$ cat src/rtl/hdpldadapt_rx_datapath_fifo_rd_ctl.sv
// RX datapath FIFO read-side controller: registered flags, start-up fill
// FSM, read enable, underflow status and occupancy high-water mark.
module hdpldadapt_rx_datapath_fifo_rd_ctl #(
  parameter int AWIDTH   = 4,
  parameter int DEPTH    = 16,
  parameter int PS_DEPTH = 8
) (
  input  logic              rd_clk,
  input  logic              rd_srst,
  input  logic [AWIDTH-1:0] rd_numdata,
  input  logic              rd_req,
  input  logic [2:0]        r_fifo_power_mode,
  input  logic              r_double_read,
  input  logic              r_stop_read,
  input  logic [AWIDTH-1:0] r_empty_thresh,
  input  logic [AWIDTH-1:0] r_pempty_thresh,
  input  logic [AWIDTH-1:0] r_pfull_thresh,
  input  logic [AWIDTH-1:0] r_start_level,
  input  logic              r_auto_restart,
  input  logic              status_clr,
  output logic              rd_en,
  output logic              rd_empty,
  output logic              rd_pempty,
  output logic              rd_pfull,
  output logic              rd_underflow,
  output logic              rd_underflow_sticky,
  output logic [AWIDTH-1:0] rd_numdata_max,
  output logic [1:0]        rd_state
);

  typedef enum logic [1:0] {
    IDLE = 2'd0,
    FILL = 2'd1,
    READ = 2'd2
  } state_t;

  localparam logic [AWIDTH-1:0] PS_MAX  = AWIDTH'(PS_DEPTH - 1);
  localparam logic [AWIDTH-1:0] PS2_MAX = AWIDTH'(2 * PS_DEPTH - 1);
  localparam logic [AWIDTH-1:0] FL_MAX  = AWIDTH'(DEPTH - 1);
  localparam logic [AWIDTH-1:0] TWO     = AWIDTH'(2);

  function automatic logic [AWIDTH-1:0] clamp(
    input logic [AWIDTH-1:0] t,
    input logic [AWIDTH-1:0] m
  );
    return (t > m) ? m : t;
  endfunction

  state_t            state, state_nxt;
  logic [AWIDTH-1:0] numdata_q;
  logic [AWIDTH-1:0] emax;
  logic [AWIDTH-1:0] empty_eff, pempty_eff, pfull_eff, start_eff;
  logic              uf_cond;

  always_comb begin
    emax = FL_MAX;
    if (!r_fifo_power_mode[1])      emax = PS_MAX;
    else if (!r_fifo_power_mode[2]) emax = PS2_MAX;
  end

  assign empty_eff  = clamp(r_empty_thresh, emax);
  assign pempty_eff = clamp(r_pempty_thresh, emax);
  assign pfull_eff  = clamp(r_pfull_thresh, emax);
  assign start_eff  = clamp(r_start_level, emax);

  // Underflow is judged on the registered empty flag, independent of stop_read.
  assign uf_cond = (state == READ) & rd_req & rd_empty;

  // Only registered terms here: no path from rd_numdata back to the pointers.
  assign rd_en    = (state == READ) & rd_req & ~(r_stop_read & rd_empty);
  assign rd_state = state;

  always_comb begin
    state_nxt = state;
    unique case (state)
      IDLE:    state_nxt = FILL;
      FILL:    if (numdata_q >= start_eff) state_nxt = READ;
      READ:    if (uf_cond && r_auto_restart) state_nxt = FILL;
      default: state_nxt = IDLE;
    endcase
  end

  always_ff @(posedge rd_clk) begin
    if (rd_srst) begin
      state               <= IDLE;
      numdata_q           <= '0;
      rd_empty            <= 1'b1;
      rd_pempty           <= 1'b1;
      rd_pfull            <= 1'b0;
      rd_underflow        <= 1'b0;
      rd_underflow_sticky <= 1'b0;
      rd_numdata_max      <= '0;
    end else begin
      state        <= state_nxt;
      numdata_q    <= rd_numdata;
      rd_empty     <= (numdata_q <= empty_eff) |
                      (r_double_read & (numdata_q < TWO));
      rd_pempty    <= numdata_q <= pempty_eff;
      rd_pfull     <= numdata_q >= pfull_eff;
      rd_underflow <= uf_cond;
      rd_underflow_sticky <= uf_cond | (rd_underflow_sticky & ~status_clr);
      if (status_clr || numdata_q > rd_numdata_max)
        rd_numdata_max <= numdata_q;
    end
  end

endmodule

$ cat config.mk
export PLATFORM = sky130hd
export DESIGN_NAME = hdpldadapt_rx_datapath_fifo_rd_ctl
export DESIGN_NICKNAME = d
export VERILOG_FILES = /design/src/rtl/hdpldadapt_rx_datapath_fifo_rd_ctl.sv
export SDC_FILE = /design/constraint.sdc
export NUM_CORES = 1
export LEC_CHECK = 0
export CORE_MARGIN = 2
export CORE_UTILIZATION = 44
export CTS_CLUSTER_SIZE = 40
export DETAILED_ROUTE_END_ITERATION = 10
export GPL_TIMING_DRIVEN = 0
export PLACE_DENSITY = 0.79
export RECOVER_POWER = 100
export SYNTH_ARGS = -nofsm -noshare
export SYNTH_HDL_FRONTEND = slang
export SYNTH_SLANG_ARGS = --single-unit
$ cat constraint.sdc
create_clock -name rd_clk -period 2.5 [get_ports rd_clk]
set_input_delay 0.25 -clock rd_clk [delete_from_list [all_inputs] [get_ports rd_clk]]
set_output_delay 0.25 -clock rd_clk [all_outputs]
set_load 0.01 [all_outputs]
==> results of run 1 <==
## stage by stage
| stage | worst slack, ns | cells | area (µm²) | util |
|---|---|---|---|---|
| after floorplan | 0.6080 | 126 | 1165 | - |
| after global placement | -0.1360 | 195 | 1593 | 0.6371 |
| after detailed placement | -0.1497 | 195 | 1593 | 0.6371 |
| after CTS | 0.1604 | 199 | 1620 | 0.6481 |
| after global routing | 0.01031 | 199 | 1600 | 0.6401 |
| final | 0.1646 | 199 | 1600 | 0.6401 |
## power by group through the flow
stage | logic, W | registers, W | clock network [W]
2_1_floorplan | 0.000127 | 0.000282 | 0
3_3_place_gp | 0.000224 | 0.000280 | 0
3_5_place_dp | 0.000235 | 0.000281 | 0
4_1_cts | 0.000237 | 0.000276 | 0.000152
5_1_grt | 0.000248 | 0.000278 | 0.000162
6_report | 0.000221 | 0.000275 | 0.000147
## worst max-delay path, stage by stage
cell             delay (ns)
clkdlybuf4s50_1        0.56
inv_1                  0.13
ha_1                   0.25
or2_2                  0.30
ha_1                   0.26
nand2b_1               0.14
a21o_1                 0.19
a311oi_2               0.31
o22ai_1                0.13
## registers in the layout, indices dropped and copies added, names as in the netlist
signal and count:
rd_state 2, rd_underflow 1, rd_underflow_sticky 1, numdata_q 4
rd_empty 1, rd_numdata_max 4, rd_pempty 1, rd_pfull 1
## cell usage after synthesis (2+ instances only)
cell       n  share of area
or2_2      4          0.021
a41oi_1    3          0.023
nor2b_1    7          0.038
nand3_1    2         0.0086
nor2_1    10          0.032
dfxtp_1   15           0.26
a21o_1     2          0.013
inv_1      5          0.016
nand4_1    4          0.021
ha_1      24           0.26
mux2i_1    8          0.069
nand2b_1  11          0.059
a21oi_1    4          0.017
o21a_1     4          0.026
nand2_1    8          0.026
## path summary, 6_finish.rpt
kind / from / end / slack, ns / cells after the start
hold / removal: rd_underflow_sticky / rd_underflow_sticky / 0.47 / 2
setup reg to reg: numdata_q[1] / rd_numdata_max[1] / 0.38 / 5
setup / recovery: r_fifo_power_mode[1] / rd_state[1] / 0.16 / 9
hold reg to reg: rd_underflow_sticky / rd_underflow_sticky / 0.47 / 2
## metal layers
| metal | routed length [µm] | share of wire | vias up | track usage |
|---|---|---|---|---|
| met1 | 1188 | 0.44 | 466 | 0.2224 |
| met3 | 154 | 0.057 | 5 | 0.06089 |
| met2 | 1341 | 0.49 | 27 | 0.3248 |
| met5 | 0 | 0 | - | 0 |
| li1 | - | - | 541 | - |
| met4 | 34 | 0.013 | 0 | 0.05575 |
## final cells by class
type	instances	area, µm²	area share
Timing Repair Buffer	39	390.4	0.2439
Multi-Input combinational cell	104	818.3	0.5113
Inverter	5	18.77	0.01173
Buffer	2	7.507	0.004691
Tap cell	30	37.54	0.02346
Clock buffer	3	22.52	0.01407
Sequential cell	15	300.3	0.1876
Clock inverter	1	5.005	0.003127
## logic make-up (layout without fill, tap and decap cells)
family	after synthesis	count (layout)	share of synthesized area
AOI/OAI and AO/OA	20	20	0.1332
adders and majority gates	24	24	0.2578
buffers and inverters	7	50	0.02363
DFF	15	15	0.2578
muxes	8	8	0.06875
and+or+nand+nor	52	52	0.2589
==> results.cfg, run 1 <==
[power_and_ir_drop]
pwr-share-comb = 0.344
clkPwrFrac = 0.229
p_seq_frac = 0.427
power_w = 0.0006438
switchingPower_w = 0.0001984
p_leak_nw = 0.7151
vdd_drop_max_uv = 392.5
intPower_w = 0.0004454
netSwitchingFraction = 0.3082
pwr_density_cell_nw_per_um2 = 402.3

[cts]
clkTransAtPathRegs_ns = 0.10
numCtsBuffers = 3
postCtsSetupBuffers = 0
holdBufCountCts = 0
cts.sinks = 15
cts_tree = done
htree_levels = 1
post_cts_resized = 0
cts_buffer_depth = 2
insertion_delay_ns = 0.30
cts_root_buf = clkbuf_4

[worst_hold_path]
hp-class = reg2reg

[die]
dieArea_um2 = 3075
rows = 18
ios = 42
coreArea_um2 = 2500
fp.dieW_um = 55.46
die_h_um = 55.46
initial_core_util = 0.4660

[critical_path]
criticalPathCategory = in2reg
start_kind = primary input
critical_path_required_ns = 2.68
cp_max_fo = 5
endpoint_kind = flop
critPathArrivalTime_ns = 2.51

[logic_synthesis]
synth_nets = 180
synth_area_per_cell_um2 = 9.245
synthCells = 126
yosysSeqAreaShare = 0.2578
synthArstFlopShare = 0
synth_area_um2 = 1165
ys_types = 30
ys_ff_latch = 15
synth_top_flop_cell = dfxtp_1
synth_warnings = 0
synth_edf_count = 0

[drt]
via_count = 1039
final_antenna_net_count = 0
avgViaCountPerCell = 5.221
drc = 0
dr.pass1.iters = 4
wire_per_inst_um = 13.66
drt-initial-drc-count = 18
routed_wl_mm = 2.719

[timing]
finalHoldViolCount = 0
clock_skew_ns = 0.004462
setup_violations = 0
tightest_slew_ns = 0.6796
hold_slack_ns = 0.4723
fmax_ghz = 0.4282
finalCritPeriodShare = 0.9342
tns_ns = 0
timing.slew.headroom = 0.5434
maxSlewViolCount = 0
final_period_minus_worst_setup_slack_ns = 2.335
grt_setup_unrepaired = no

[place]
portBuffers = 39
gp_congestion = 0.7428
dp_hpwl_mm = 2.192

[cells_and_area]
mostFrequentLayoutCells = clkdlybuf4s50_1 (26), ha_1 (24), dfxtp_1 (15), dlygate4sd3_1 (13), nand2b_1 (11)
layout.nets = 224
layout_commonest_cell = clkdlybuf4s50_1
nFillCells = 223
antennaDiodeCount = 0
area_delta_synth_final_pct = 37.38
final_layout_size_suffix_gt1_frac = 0.07692

[job]
cap_violations = 0

[grt]
grt_overflow = 0
grt_pass1_wl_mm = 4.616
grt_max_degree = 11
antenna_found_initial = 0
grt_pass1_vias = 1051
track_usage = 0.1888

[status]
status = finished clean
No activity file was read; power rests on OpenSTA's default activity.
==> inputs of run 2 (changes only) <==
CORE_UTILIZATION = 48   (was 44)
PLACE_DENSITY = 0.85   (was 0.79)
RECOVER_POWER = not set   (was 100)
clock period = 2.9 ns   (was 2.5 ns; I/O delays follow)
==> results.cfg, run 2 (synthesis results as in run 1) <==
[grt]
antenna_found_initial = 0
grt_pass1_wl_mm = 4.623
grt_max_degree = 11
grt_pass1_vias = 1123
track_usage = 0.2212
grt_overflow = 0

[die]
initial_core_util = 0.5166
rows = 17
coreArea_um2 = 2255
die_h_um = 53.26
ios = 42
dieArea_um2 = 2837
fp.dieW_um = 53.26

[cells_and_area]
mostFrequentLayoutCells = clkdlybuf4s50_1 (39), ha_1 (24), dfxtp_1 (15), nand2b_1 (11), nor2_1 (10)
antennaDiodeCount = 0
layout.nets = 224
finalInstanceArea_um2 = 1618
final_layout_size_suffix_gt1_frac = 0.09467
nFillCells = 187
layout_commonest_cell = clkdlybuf4s50_1
area_delta_synth_final_pct = 38.88

[power_and_ir_drop]
p_leak_nw = 0.7042
vdd_drop_max_uv = 311.5
power_w = 0.0005553
pwr_density_cell_nw_per_um2 = 343.2

[critical_path]
crit_top_cell = ha_1
crit_slowest_cell = clkdlybuf4s50_1
start_kind = primary input
criticalPathCategory = in2reg
cp_max_fo = 5
critical_path_required_ns = 3.06
cp_cell_sequence = clkdlybuf4s50_1, inv_1, ha_1, or2_2, ha_1, nand2b_1, a21o_1, a311oi_2, o22ai_1
endpoint_kind = flop
critPathArrivalTime_ns = 2.59
critPathMaxStageDelay_ns = 0.57

[cts]
post_cts_resized = 0
cts_root_buf = clkbuf_4
numCtsBuffers = 3
clkTransAtPathRegs_ns = 0.09
insertion_delay_ns = 0.27
holdBufCountCts = 0
cts_buffer_depth = 2
postCtsSetupBuffers = 0
cts_tree = done
cts.sinks = 15
htree_levels = 1

[timing]
tns_ns = 0
finalCritPeriodShare = 0.8394
clock_skew_ns = 0.001850
setup_violations = 0
maxSlewViolCount = 0
timing.slew.headroom = 0.7751
finalHoldViolCount = 0
fmax_ghz = 0.4108
final_period_minus_worst_setup_slack_ns = 2.434
grt_setup_unrepaired = no
tightest_slew_ns = 0.3368

[drt]
routed_wl_mm = 2.634
via_count = 1044
avgViaCountPerCell = 5.299
drc = 0
dr.pass1.iters = 4
final_antenna_net_count = 0
wire_per_inst_um = 13.37
drt-initial-drc-count = 4

[place]
portBuffers = 39
dp_hpwl_mm = 2.156
post_dp_cell_area_um2 = 1590
gp_congestion = 0.7101

[worst_hold_path]
hp-class = reg2reg

[status]
status = finished clean

[job]
cap_violations = 0
run 2: cell count changes in the layout (fill, tap and decap cells not counted):
cell             change
nor2b_4              +1
nor2b_1              -1
clkbuf_1             -1
nor3_1               -1
nor3_4               +1
dlygate4sd3_1       -13
clkdlybuf4s50_1     +13
buf_2                +1
run 2: final cells by class:
cell class	instances	area, µm²	share of cell area
inverter	5	18.77	0.01160
tap	28	35.03	0.02166
buffer	2	8.758	0.005414
clock buffer	3	22.52	0.01392
timing repair buffer	39	390.4	0.2413
multi-input combinational	104	837.1	0.5174
sequential	15	300.3	0.1856
clock inverter	1	5.005	0.003094
run 2: per-stage QoR:
step           instances  setup slack (ns)  hold WS, ns    util
2_1_floorplan        126            0.9680       0.4182       -
3_3_place_gp         193            0.2237       0.4650  0.7053
3_5_place_dp         193            0.1947       0.4691  0.7053
4_1_cts              197            0.4673       0.4829  0.7175
5_1_grt              197            0.3017       0.5214  0.7175
6_report             197            0.4657       0.4792  0.7175
run 2: path summary, 6_finish.rpt:
kind	from	to	slack (ns)	depth (start not counted)
setup / recovery	r_fifo_power_mode[1]	rd_state[1]	0.47	9
hold / removal	numdata_q[0]	rd_numdata_max[0]	0.48	2
setup reg to reg	numdata_q[1]	rd_numdata_max[1]	1.14	5
hold reg to reg	numdata_q[0]	rd_numdata_max[0]	0.48	2
run 2: worst max-delay path, delay by kind of cell:
family                     cells  cell delay (ns)
AOI/OAI and AO/OA              3             0.61
adders and majority gates      2             0.53
buffers and inverters          2             0.71
and+or+nand+nor                2             0.44
run 2: report_power, final:
part | switching, W | leakage (nW) | internal [W]
registers | 0.0000160 | 0.124 | 0.000221
clock network | 0.0000653 | 0.0177 | 0.0000510
logic | 0.0000822 | 0.563 | 0.000120
run 2: layer usage:
| layer | vias to the layer above | wire length, µm | part of all wire | track usage |
|---|---|---|---|---|
| met2 | 18 | 1356 | 0.51 | 0.4095 |
| met1 | 486 | 1181 | 0.45 | 0.2608 |
| met5 | - | 0 | 0 | 0 |
| li1 | 538 | - | - | - |
| met4 | 0 | 17 | 0.0065 | 0.05128 |
| met3 | 2 | 78 | 0.030 | 0.03672 |
==> inputs of run 3 (changes only) <==
CORE_UTILIZATION = 44   (was 48)
PLACE_DENSITY = 0.79   (was 0.85)
clock period = 2.5 ns   (was 2.9 ns; I/O delays follow)
==> results.cfg, run 3 (synthesis results as in run 1) <==
[grt]
grt_pass1_wl_mm = 4.616
grt_pass1_vias = 1051
antenna_found_initial = 0
grt_overflow = 0
grt_max_degree = 11
track_usage = 0.1888

[power_and_ir_drop]
pwr-share-comb = 0.357
switchingPower_w = 0.0002019
netSwitchingFraction = 0.3073
intPower_w = 0.0004551
clkPwrFrac = 0.224
vdd_drop_max_uv = 396.2
p_leak_nw = 0.7042
power_w = 0.0006569
pwr_density_cell_nw_per_um2 = 405.4
p_seq_frac = 0.420

[timing]
final_period_minus_worst_setup_slack_ns = 2.330
maxSlewViolCount = 0
fmax_ghz = 0.4292
finalCritPeriodShare = 0.9319
timing.slew.headroom = 0.7557
setup_violations = 0
clock_skew_ns = 0.004997
grt_setup_unrepaired = no
finalHoldViolCount = 0
tightest_slew_ns = 0.3659

[cts]
cts_root_buf = clkbuf_4
insertion_delay_ns = 0.30
clkTransAtPathRegs_ns = 0.10
numCtsBuffers = 3
holdBufCountCts = 0
postCtsSetupBuffers = 0
cts.sinks = 15
cts_buffer_depth = 2
post_cts_resized = 0
cts_tree = done
htree_levels = 1

[place]
dp_hpwl_mm = 2.192
portBuffers = 39
post_dp_cell_area_um2 = 1593
gp_congestion = 0.7428

[drt]
final_antenna_net_count = 0
routed_wl_mm = 2.729
drc = 0
via_count = 1038
drt-initial-drc-count = 14
avgViaCountPerCell = 5.216
wire_per_inst_um = 13.71
dr.pass1.iters = 4

[cells_and_area]
finalInstanceArea_um2 = 1620
area_delta_synth_final_pct = 39.10
mostFrequentLayoutCells = clkdlybuf4s50_1 (39), ha_1 (24), dfxtp_1 (15), nand2b_1 (11), nor2_1 (10)
antennaDiodeCount = 0
nFillCells = 221
layout_commonest_cell = clkdlybuf4s50_1
final_layout_size_suffix_gt1_frac = 0.09467
layout.nets = 224

[die]
dieArea_um2 = 3075
fp.dieW_um = 55.46
die_h_um = 55.46
initial_core_util = 0.4660
rows = 18
ios = 42
coreArea_um2 = 2500

[critical_path]
cp_max_fo = 5
critPathMaxStageDelay_ns = 0.56
cp_cell_sequence = clkdlybuf4s50_1, inv_1, ha_1, or2_2, ha_1, nand2b_1, a21o_1, a311oi_2, o22ai_1
criticalPathCategory = in2reg
start_kind = primary input
crit_top_cell = ha_1
crit_family = buffers and inverters
startpoint = r_fifo_power_mode[1]
crit_slowest_cell = clkdlybuf4s50_1
endpoint_kind = flop
critical_path_required_ns = 2.68
r2r-start = numdata_q[1]
cp.buffers_inverters = 2
critPathArrivalTime_ns = 2.51

[status]
status = finished clean

[job]
cap_violations = 0

[worst_hold_path]
min_from = rd_underflow_sticky
hp-class = reg2reg
==> run 3: per-layer routing <==
| layer | vias to the layer above | share of wire | track usage |
|---|---|---|---|
| li1 | 540 | - | - |
| met1 | 466 | 0.43 | 0.2224 |
| met2 | 27 | 0.50 | 0.3248 |
| met3 | 5 | 0.056 | 0.06089 |
| met4 | 0 | 0.012 | 0.05575 |
| met5 | - | 0 | 0 |
==> run 3: layout make-up <==
class	count	area (µm²)	share of cell area
plain buffers	2	8.758	0.005405
inverters	5	18.77	0.01158
multi-input cells	104	837.1	0.5166
flip-flops and latches	15	300.3	0.1853
well taps	30	37.54	0.02317
clock inverters	1	5.005	0.003089
repair buffers	39	390.4	0.2409
clock buffers	3	22.52	0.01390
==> run 3: path summary, 6_finish.rpt <==
check	to	slack, ns	depth (start not counted)
max	rd_state[1]	0.17	9
min reg2reg	rd_underflow_sticky	0.48	2
max reg2reg	rd_numdata_max[1]	0.70	5
min	rd_underflow_sticky	0.48	2
==> run 3: worst reg2reg max path: stages, from the launching register on <==
cell and delay, ns:
dfxtp_1 0.55, ha_1 0.34, nor2b_4 0.14, o2111a_2 0.26, nor3_4 0.24, mux2i_1 0.21
==> run 3: power by group through the flow <==
stage | Combinational (W) | Clock (W) | Sequential (W)
3_3_place_gp | 0.000224 | 0 | 0.000280
4_1_cts | 0.000237 | 0.000152 | 0.000276
5_1_grt | 0.000261 | 0.000162 | 0.000279
6_report | 0.000234 | 0.000147 | 0.000276
3_5_place_dp | 0.000235 | 0 | 0.000281
2_1_floorplan | 0.000127 | 0 | 0.000282
==> run 3: stage by stage <==
step	cells	setup TNS, ns	util	setup WS, ns	hold WS, ns
after floorplan	126	0	-	0.6080	0.3782
after global placement	195	-0.2535	0.6371	-0.1360	0.4571
after detailed placement	195	-0.2688	0.6371	-0.1497	0.4711
after CTS	199	0	0.6481	0.1604	0.4794
after global routing	199	0	0.6481	0.01564	0.4831
final	199	0	0.6481	0.1702	0.4762
